File: src/rtl/gaussian_pkg.sv
// rtl/gaussian_pkg.sv - shared geometry, FSM states and window packing for the gaussian pipeline
package gaussian_pkg;

   localparam int BITS     = 8;
   localparam int WIDTH    = 7;
   localparam int WIN_BITS = WIDTH * WIDTH * BITS;

   typedef enum logic {
      IDLE,
      RUN
   } state_t;

   // LSB position of A[i][j] inside a packed window; A[0][0] lands in the top byte
   function automatic int win_lsb(input int i, input int j, input int w, input int b);
      return (w * w - 1 - (w * i + j)) * b;
   endfunction

endpackage

File: src/rtl/gaussian_line_buffer.sv
// rtl/gaussian_line_buffer.sv - one-line delay: read the previous line's pixel, write the current one
module gaussian_line_buffer #(
   parameter int DEPTH = 64,
   parameter int BITS  = 8,
   localparam int AW   = (DEPTH > 1) ? $clog2(DEPTH) : 1
) (
   input  logic            clk,
   input  logic            en,
   input  logic [AW-1:0]   addr,
   input  logic [BITS-1:0] din,
   output logic [BITS-1:0] dout
);

   logic [BITS-1:0] mem [DEPTH];

   // Read-before-write at the same column gives the pixel exactly one line back
   assign dout = mem[addr];

   always_ff @(posedge clk) begin
      if (en) begin
         mem[addr] <= din;
      end
   end

endmodule

File: src/rtl/gaussian_window_gen.sv
// rtl/gaussian_window_gen.sv - raster pixel stream to 7x7 sliding windows (valid positions only)
module gaussian_window_gen #(
   parameter int BITS  = gaussian_pkg::BITS,
   parameter int WIDTH = gaussian_pkg::WIDTH,
   parameter int IMG_W = 64,
   parameter int IMG_H = 64
) (
   input  logic                        clk,
   input  logic                        rst_n,
   input  logic [BITS-1:0]             pix_in,
   input  logic                        pix_valid,
   input  logic                        pix_sof,
   output logic                        pix_ready,
   output logic [WIDTH*WIDTH*BITS-1:0] window_pixels,
   output logic                        window_valid,
   input  logic                        window_ready,
   output logic                        frame_done
);

   import gaussian_pkg::*;

   localparam int CW  = $clog2(IMG_W);
   localparam int RW  = $clog2(IMG_H);
   localparam int NLB = WIDTH - 1;

   localparam logic [CW-1:0] COL_LAST = CW'(IMG_W - 1);
   localparam logic [RW-1:0] ROW_LAST = RW'(IMG_H - 1);
   localparam logic [CW-1:0] COL_EDGE = CW'(WIDTH - 1);
   localparam logic [RW-1:0] ROW_EDGE = RW'(WIDTH - 1);

   state_t state, state_next;

   logic [CW-1:0] col, cur_col;
   logic [RW-1:0] row, cur_row;
   logic          accept, take, last_pix, load;

   logic [BITS-1:0] lb_in   [NLB];
   logic [BITS-1:0] lb_out  [NLB];
   logic [BITS-1:0] col_vec [WIDTH];
   logic [BITS-1:0] win      [WIDTH][WIDTH];
   logic [BITS-1:0] win_next [WIDTH][WIDTH];
   logic [WIDTH*WIDTH*BITS-1:0] win_packed;

   // IDLE always accepts so stray pixels drain; RUN stalls only on a held window
   assign pix_ready = (state == IDLE) || !window_valid || window_ready;
   assign accept    = pix_valid && pix_ready;
   assign take      = accept && ((state == RUN) || pix_sof);

   assign cur_col  = pix_sof ? '0 : col;
   assign cur_row  = pix_sof ? '0 : row;
   assign last_pix = take && (cur_row == ROW_LAST) && (cur_col == COL_LAST);
   assign load     = take && (cur_row >= ROW_EDGE) && (cur_col >= COL_EDGE);

   always_ff @(posedge clk or negedge rst_n) begin
      if (!rst_n) begin
         state <= IDLE;
      end else begin
         state <= state_next;
      end
   end

   always_comb begin
      state_next = state;
      case (state)
         IDLE:    if (take)     state_next = RUN;
         RUN:     if (last_pix) state_next = IDLE;
         default:               state_next = IDLE;
      endcase
   end

   always_ff @(posedge clk or negedge rst_n) begin
      if (!rst_n) begin
         row           <= '0;
         col           <= '0;
         frame_done    <= 1'b0;
         window_valid  <= 1'b0;
         window_pixels <= '0;
      end else begin
         frame_done <= last_pix;
         if (take) begin
            if (cur_col == COL_LAST) begin
               col <= '0;
               row <= (cur_row == ROW_LAST) ? '0 : cur_row + 1'b1;
            end else begin
               col <= cur_col + 1'b1;
               row <= cur_row;
            end
         end
         if (load) begin
            window_valid  <= 1'b1;
            window_pixels <= win_packed;
         end else if (window_ready) begin
            window_valid <= 1'b0;
         end
      end
   end

   assign lb_in[0] = pix_in;

   genvar g;
   generate
      for (g = 0; g < NLB; g++) begin : g_lb
         if (g > 0) begin : g_chain
            assign lb_in[g] = lb_out[g-1];
         end
         gaussian_line_buffer #(
            .DEPTH (IMG_W),
            .BITS  (BITS)
         ) u_lb (
            .clk  (clk),
            .en   (take),
            .addr (cur_col),
            .din  (lb_in[g]),
            .dout (lb_out[g])
         );
      end
   endgenerate

   // Newest column: bottom row is the live pixel, upper rows come from older line buffers
   always_comb begin
      col_vec[WIDTH-1] = pix_in;
      for (int k = 0; k < NLB; k++) begin
         col_vec[WIDTH-2-k] = lb_out[k];
      end
   end

   always_comb begin
      for (int i = 0; i < WIDTH; i++) begin
         for (int j = 0; j < WIDTH - 1; j++) begin
            win_next[i][j] = win[i][j+1];
         end
         win_next[i][WIDTH-1] = col_vec[i];
      end
   end

   always_comb begin
      win_packed = '0;
      for (int i = 0; i < WIDTH; i++) begin
         for (int j = 0; j < WIDTH; j++) begin
            win_packed[win_lsb(i, j, WIDTH, BITS) +: BITS] = win_next[i][j];
         end
      end
   end

   // Stale columns after a restart are never exposed: a window needs WIDTH fresh shifts
   always_ff @(posedge clk) begin
      if (take) begin
         win <= win_next;
      end
   end

endmodule

File: config.mk
export PLATFORM = sky130hd
export DESIGN_NAME = gaussian_window_gen
export DESIGN_NICKNAME = d
export VERILOG_FILES = /design/src/rtl/gaussian_pkg.sv /design/src/rtl/gaussian_line_buffer.sv /design/src/rtl/gaussian_window_gen.sv
export SDC_FILE = /design/constraint.sdc
export NUM_CORES = 2
export LEC_CHECK = 0
export CAP_MARGIN = 40
export CORE_MARGIN = 5
export CORE_UTILIZATION = 60
export DETAILED_ROUTE_END_ITERATION = 7
export PLACE_DENSITY = 0.89
export SLEW_MARGIN = 10
export SYNTH_ARGS = -nofsm -noshare
export SYNTH_HDL_FRONTEND = slang
export SYNTH_SLANG_ARGS = --single-unit
File: constraint.sdc
create_clock -name clk -period 19.9 [get_ports clk]
set_input_delay 1.99 -clock clk [delete_from_list [all_inputs] [get_ports clk]]
set_output_delay 1.99 -clock clk [all_outputs]
set_load 0.1 [all_outputs]
==> summary.md, run 1 <==
| Metric | Value |
|---|---|
| Run status | `aborted with a tool error` |
| Exit stage | `global routing (5_1_grt)` |
| First error | `[ERROR GRT-0116] Global routing finished with congestion. Check the congestion regions in the DRC Viewer.` |
| Clock root buffer | `clkbuf_16` |
| Async SR Flop Fraction | `10.67%` |
| Post-cts sizing count | `0` |
| Post-synth top area cell | `edfxtp_1` |
| Synthesized area | `145300 µm²` |
| Largest net degree at the start of global routing | `between 150 and 200` |
| Longest Clk Path Bufs | `4` |
| Gpl congestion | `0.9272` |
| EDFF count, synth | `3408` |
| Die Ht | `roughly 500 µm` |
| Commonest register cell after synthesis | `edfxtp_1` |
| Sequential area share after synthesis | `77.44%` |
| Share of the synthesized area in the top cell type | `between 70% and 80%` |
| Die W | `502.1 µm` |
| Setup Fix Bufs, Post-CTS | `0` |
| HPWL after detailed placement | `between 300000 and 400000 µm` |
| Unique masters post-synth | `79` |
| Syn Nets | `8170` |
| Total GRT Usage | `70.75%` |
| Hold Buf Count CTS | `0` |
| First-pass GRT wire length | `roughly 1200000 µm` |
| Cells after synthesis | `8153` |
| Vias in the first global route | `approximately 120k` |
| Syn Area/Cell | `17.82 µm²` |
| Synth area leaders | `edfxtp_1 (70%), dfrtp_1 (7.0%), mux2i_1 (4.6%)` |
| Starting Density | `60.36%` |
| Row cnt | `180` |
| Warnings from Yosys | `0` |
| Flops & latches, synth | `around 3.8k` |
| Number of port buffers | `407` |
| H-tree depth | `5` |
| Clock Sinks | `3815` |
| GRT overflow | `4048` |
| I/O pin cnt | `about 410` |
| CTS buffer count | `roughly 370` |
-- kinds of logic after synthesis --
family          after synthesis  synth area share [%]
compound gates             1530                 7.382
fa+ha+maj                     4               0.03444
buf+inv                     551                 1.893
xor+xnor                      3               0.01809
simple gates               1066                 4.251
flops                      3815                 77.44
mux                        1184                 8.986
-- cells in the mapped netlist (88+ instances only) --
master    number
mux2_2       474
buf_2        215
nor2_1       162
nand2_1      275
edfxtp_1    3408
a41oi_1       88
a21oi_1      200
clkbuf_1     198
o22a_1       144
a22oi_1      163
nand3b_1     131
o21ai_0      321
mux2i_1      661
dfrtp_1      407
o22ai_1      167
-- through the flow --
stage | worst slack (ns) | area [µm²] | std cells | hold slack, ns
4_1_cts | 12.90 | 175100 | 12580 | 0.4472
2_1_floorplan | 2.364 | 145300 | 8153 | 0.4204
3_3_place_gp | 12.35 | 153600 | 11470 | 0.4214
3_5_place_dp | 12.34 | 163600 | 11940 | 0.4339
-- layer usage --
metal	GRT overflow	global-route usage, %
met5	96	55.78
met1	997	67.60
met3	714	67.44
met4	733	62.67
met2	1508	81.94
==> run 2: changes to the inputs <==
--- a/config.mk
+++ b/config.mk
@@ -7,9 +7,9 @@
 export LEC_CHECK = 0
 export CAP_MARGIN = 40
 export CORE_MARGIN = 5
-export CORE_UTILIZATION = 60
+export CORE_UTILIZATION = 40
 export DETAILED_ROUTE_END_ITERATION = 7
-export PLACE_DENSITY = 0.89
+export PLACE_DENSITY_LB_ADDON = 0.15
 export SLEW_MARGIN = 10
 export SYNTH_ARGS = -nofsm -noshare
 export SYNTH_HDL_FRONTEND = slang
==> run 2 against run 1 <==
Net effect:
- the run now ends clean
- synthesized area did not move
- synthesized cell count stayed put
==> summary.md, run 2 <==
| Metric | Value |
|---|---|
| Run status | `complete, no violations` |
| Pre-CTS setup slack | `12.48 ns (+0.1365 ns)` |
| Post-synth top area cell | `edfxtp_1` |
| Syn Nets | `8170 (unchanged)` |
| Hold Path Depth | `0` |
| Warnings from Yosys | `0 (unchanged)` |
| Die ar. | `375400 µm²` |
| Vias | `89.84k` |
| DR pass1 iterations | `7` |
| Most frequent cells in the layout | `edfxtp_1 (3408), mux2i_1 (661), mux2_2 (474)` |
| R2r setup slk | `13.27 ns` |
| Total Nets Final | `9265` |
| Clock root buffer | `clkbuf_16` |
| Layout cells sized above 1 | `22.04%` |
| Share of the synthesized area in the top cell type | `70.43% (unchanged)` |
| CTS buffer count | `401 (+9.6%)` |
| Critical Path RT | `20.74 ns` |
| Clock Sinks | `3815 (unchanged)` |
| DRC | `0` |
| Reg2reg start | `col[0]` |
| Register area | `~110000 µm²` |
| Synthesized area | `145300 µm² (unchanged)` |
| Dpl cells | `13.64k (+14%)` |
| Static Leak | `0.06189 µW` |
| Fin. Hold Viols | `0` |
| Endpoint type of the worst setup path | `register` |
| Later-pin clock latency in the skew report | `0.99 ns` |
| Starting Density | `40.12% (-20 points)` |
| Die W | `612.7 µm (+22%)` |
| GRT overflow | `0` |
| Biggest register | `g_lb.u_lb.mem` |
| RSZ-0062 raised after global routing | `false` |
| Gpl congestion | `0.8308 (-10%)` |
| Async SR Flop Fraction | `10.67% (unchanged)` |
| Layout fillers | `~29k` |
| Fmax | `150.9 MHz` |
| Flops & latches, synth | `3815 (unchanged)` |
| Final Setup Violations | `0` |
| Setup slack after layout | `approximately 13 ns` |
| Slew Viols, Final | `0` |
| Clock-pin slew on the worst setup and hold paths | `approximately 0.06 ns` |
| First DRT Iteration DRCs | `approximately 14k` |
| Total GRT Usage | `28.97%` |
| Reg-to-reg endpoint | `window_pixels[115]` |
| Hold EP | `win[344]` |
| DRT Wirelength | `558000 µm` |
| Longest Clk Path Bufs | `4 (unchanged)` |
| HPWL after detailed placement | `318700 µm (-5.0%)` |
| Die Ht | `612.7 µm (+22%)` |
| Synth area leaders | `edfxtp_1 (70%), dfrtp_1 (7.0%), mux2i_1 (4.6%)` |
| Hold Buf Count CTS | `0 (unchanged)` |
| Syn Area/Cell | `17.82 µm² (unchanged)` |
| Final period utilization | `between 30% and 40%` |
| Setup Fix Bufs, Post-CTS | `0 (unchanged)` |
| Commonest non-fill, non-tap cell in the layout | `edfxtp_1` |
| Hold WC Path Type | `register to register` |
| Max reg flops | `roughly 3k` |
| CTS tree | `done` |
| Wirelength per Cell | `38.72 µm` |
| Commonest register cell after synthesis | `edfxtp_1` |
| Vias in the first global route | `roughly 86k` |
| Number of max-cap violations | `0` |
| Tightest Pin Transition | `1.129 ns` |
| EDFF count, synth | `3408 (unchanged)` |
| Max Fanout on Critical Path | `108` |
| Critical path startpoint category | `register` |
| First-pass GRT wire length | `751000 µm` |
| Hold Worst Slack | `0.4127 ns` |
| Post-cts sizing count | `0 (unchanged)` |
| Count leader, synth | `edfxtp_1` |
| Cells after synthesis | `8153 (unchanged)` |
| Clk_skew | `between 0.06 and 0.07 ns` |
| Critical path class | `register to register` |
| R2R depth | `12` |
| Synth top cells by count | `edfxtp_1 (3408), mux2i_1 (661), mux2_2 (474)` |
| Setup_tns | `0 ns` |
| Signal arrival time at the worst endpoint | `7.47 ns` |
| I/O pin cnt | `408 (unchanged)` |
| Row cnt | `221 (+23%)` |
| Power Density | `about 100 nW/µm²` |
| Antenna violations before repair | `40` |
| H-tree depth | `5 (unchanged)` |
| Slew HR | `24.71%` |
| Multi-input gate area | `30920 µm²` |
| HP Start | `win[336]` |
| Number of port buffers | `407 (unchanged)` |
| Largest net degree at the start of global routing | `160` |
| Unique masters post-synth | `79 (unchanged)` |
| Non-filler cells, final | `14.41k` |
| Sequential area share after synthesis | `77.44% (unchanged)` |
| Min cycle time layout | `between 6 and 7 ns` |
| Core ar. | `362200 µm²` |
| IR drop worst, VDD | `0.00009089 V` |
| Largest regs | `g_lb.u_lb.mem x3072, window_pixels x392, win x336` |
| Area Overhead vs Synth | `23.96%` |
| Post-DRT Antenna Nets | `0` |
| Routed vias/inst | `between 6 and 7` |
run 2: cell counts after synthesis:
Identical to the previous run, type by type.
run 2: worst max-delay path by stage:
stage / from / to / slack [ns]
floorplan: window_ready / g_lb[0].u_lb.mem[0][0] / 2.36
global placement: pix_sof / g_lb[3].u_lb.mem[42][1] / 12.22
detailed placement: pix_sof / window_pixels[17] / 12.48
CTS: col[0] / window_pixels[115] / 13.34
global route: col[0] / window_pixels[115] / 13.22
finish: col[0] / window_pixels[115] / 13.27
run 2: kinds of logic (layout without fill, tap and decap cells):
| group | count (synthesis) | count (layout) | share of synthesized area (%) |
|---|---|---|---|
| xor gates and xnor gates | 3 | 3 | 0.01809 |
| and+or+nand+nor | 1066 | 1066 | 4.251 |
| other | 0 | 25 | 0 |
| buffers and inverters | 551 | 1990 | 1.893 |
| muxes | 1184 | 1184 | 8.986 |
| adders and majority gates | 4 | 4 | 0.03444 |
| AOI/OAI and AO/OA | 1530 | 1530 | 7.382 |
| DFF | 3815 | 3815 | 77.44 |
run 2: report_power, final:
part	switching [µW]	leakage, µW	internal (µW)	total, µW
clock	3170	0.00638	4280	7440
combinational	1230	0.0188	408	1630
sequential	55.4	0.0367	9130	9190
run 2: final cells by class:
class	instances	area share [%]
clock inverters	200	0.9926
clock buffers	547	6.212
well taps	4794	3.330
diodes	25	0.03473
repair buffers	1231	9.762
inverters	12	0.02987
multi-input cells	3787	17.16
flip-flops and latches	3815	62.47
run 2: layer usage:
layer	global-route usage (%)	vias to the layer above	share of wire (%)
met2	45.11	5895	46
met4	11.88	20	5.1
met1	39.93	47680	39
met3	5.891	1260	11
li1	-	34980	-
met5	0	-	0.023
run 2: critical path, cell delays in order, from the launching register on:
cell and delay, ns:
dfrtp_4 0.59, buf_12 0.62, buf_4 0.66, buf_4 0.74, buf_4 0.68, buf_4 0.52
mux2i_1 0.34, o22a_1 0.19, a41o_1 0.18, nand4_1 0.12, or4_2 0.82, buf_4 0.38
mux2_2 0.37
run 2: per-stage QoR:
stage	utilization [%]	instance area (µm²)	power, µW
2_1_floorplan	-	145300	10190
3_3_place_gp	43.12	156200	10860
3_5_place_dp	46.11	167000	10950
4_1_cts	49.69	180000	18310
5_1_grt	49.71	180100	18740
6_report	49.73	180100	18270
Note: power is estimated with default switching activity, not from simulation.
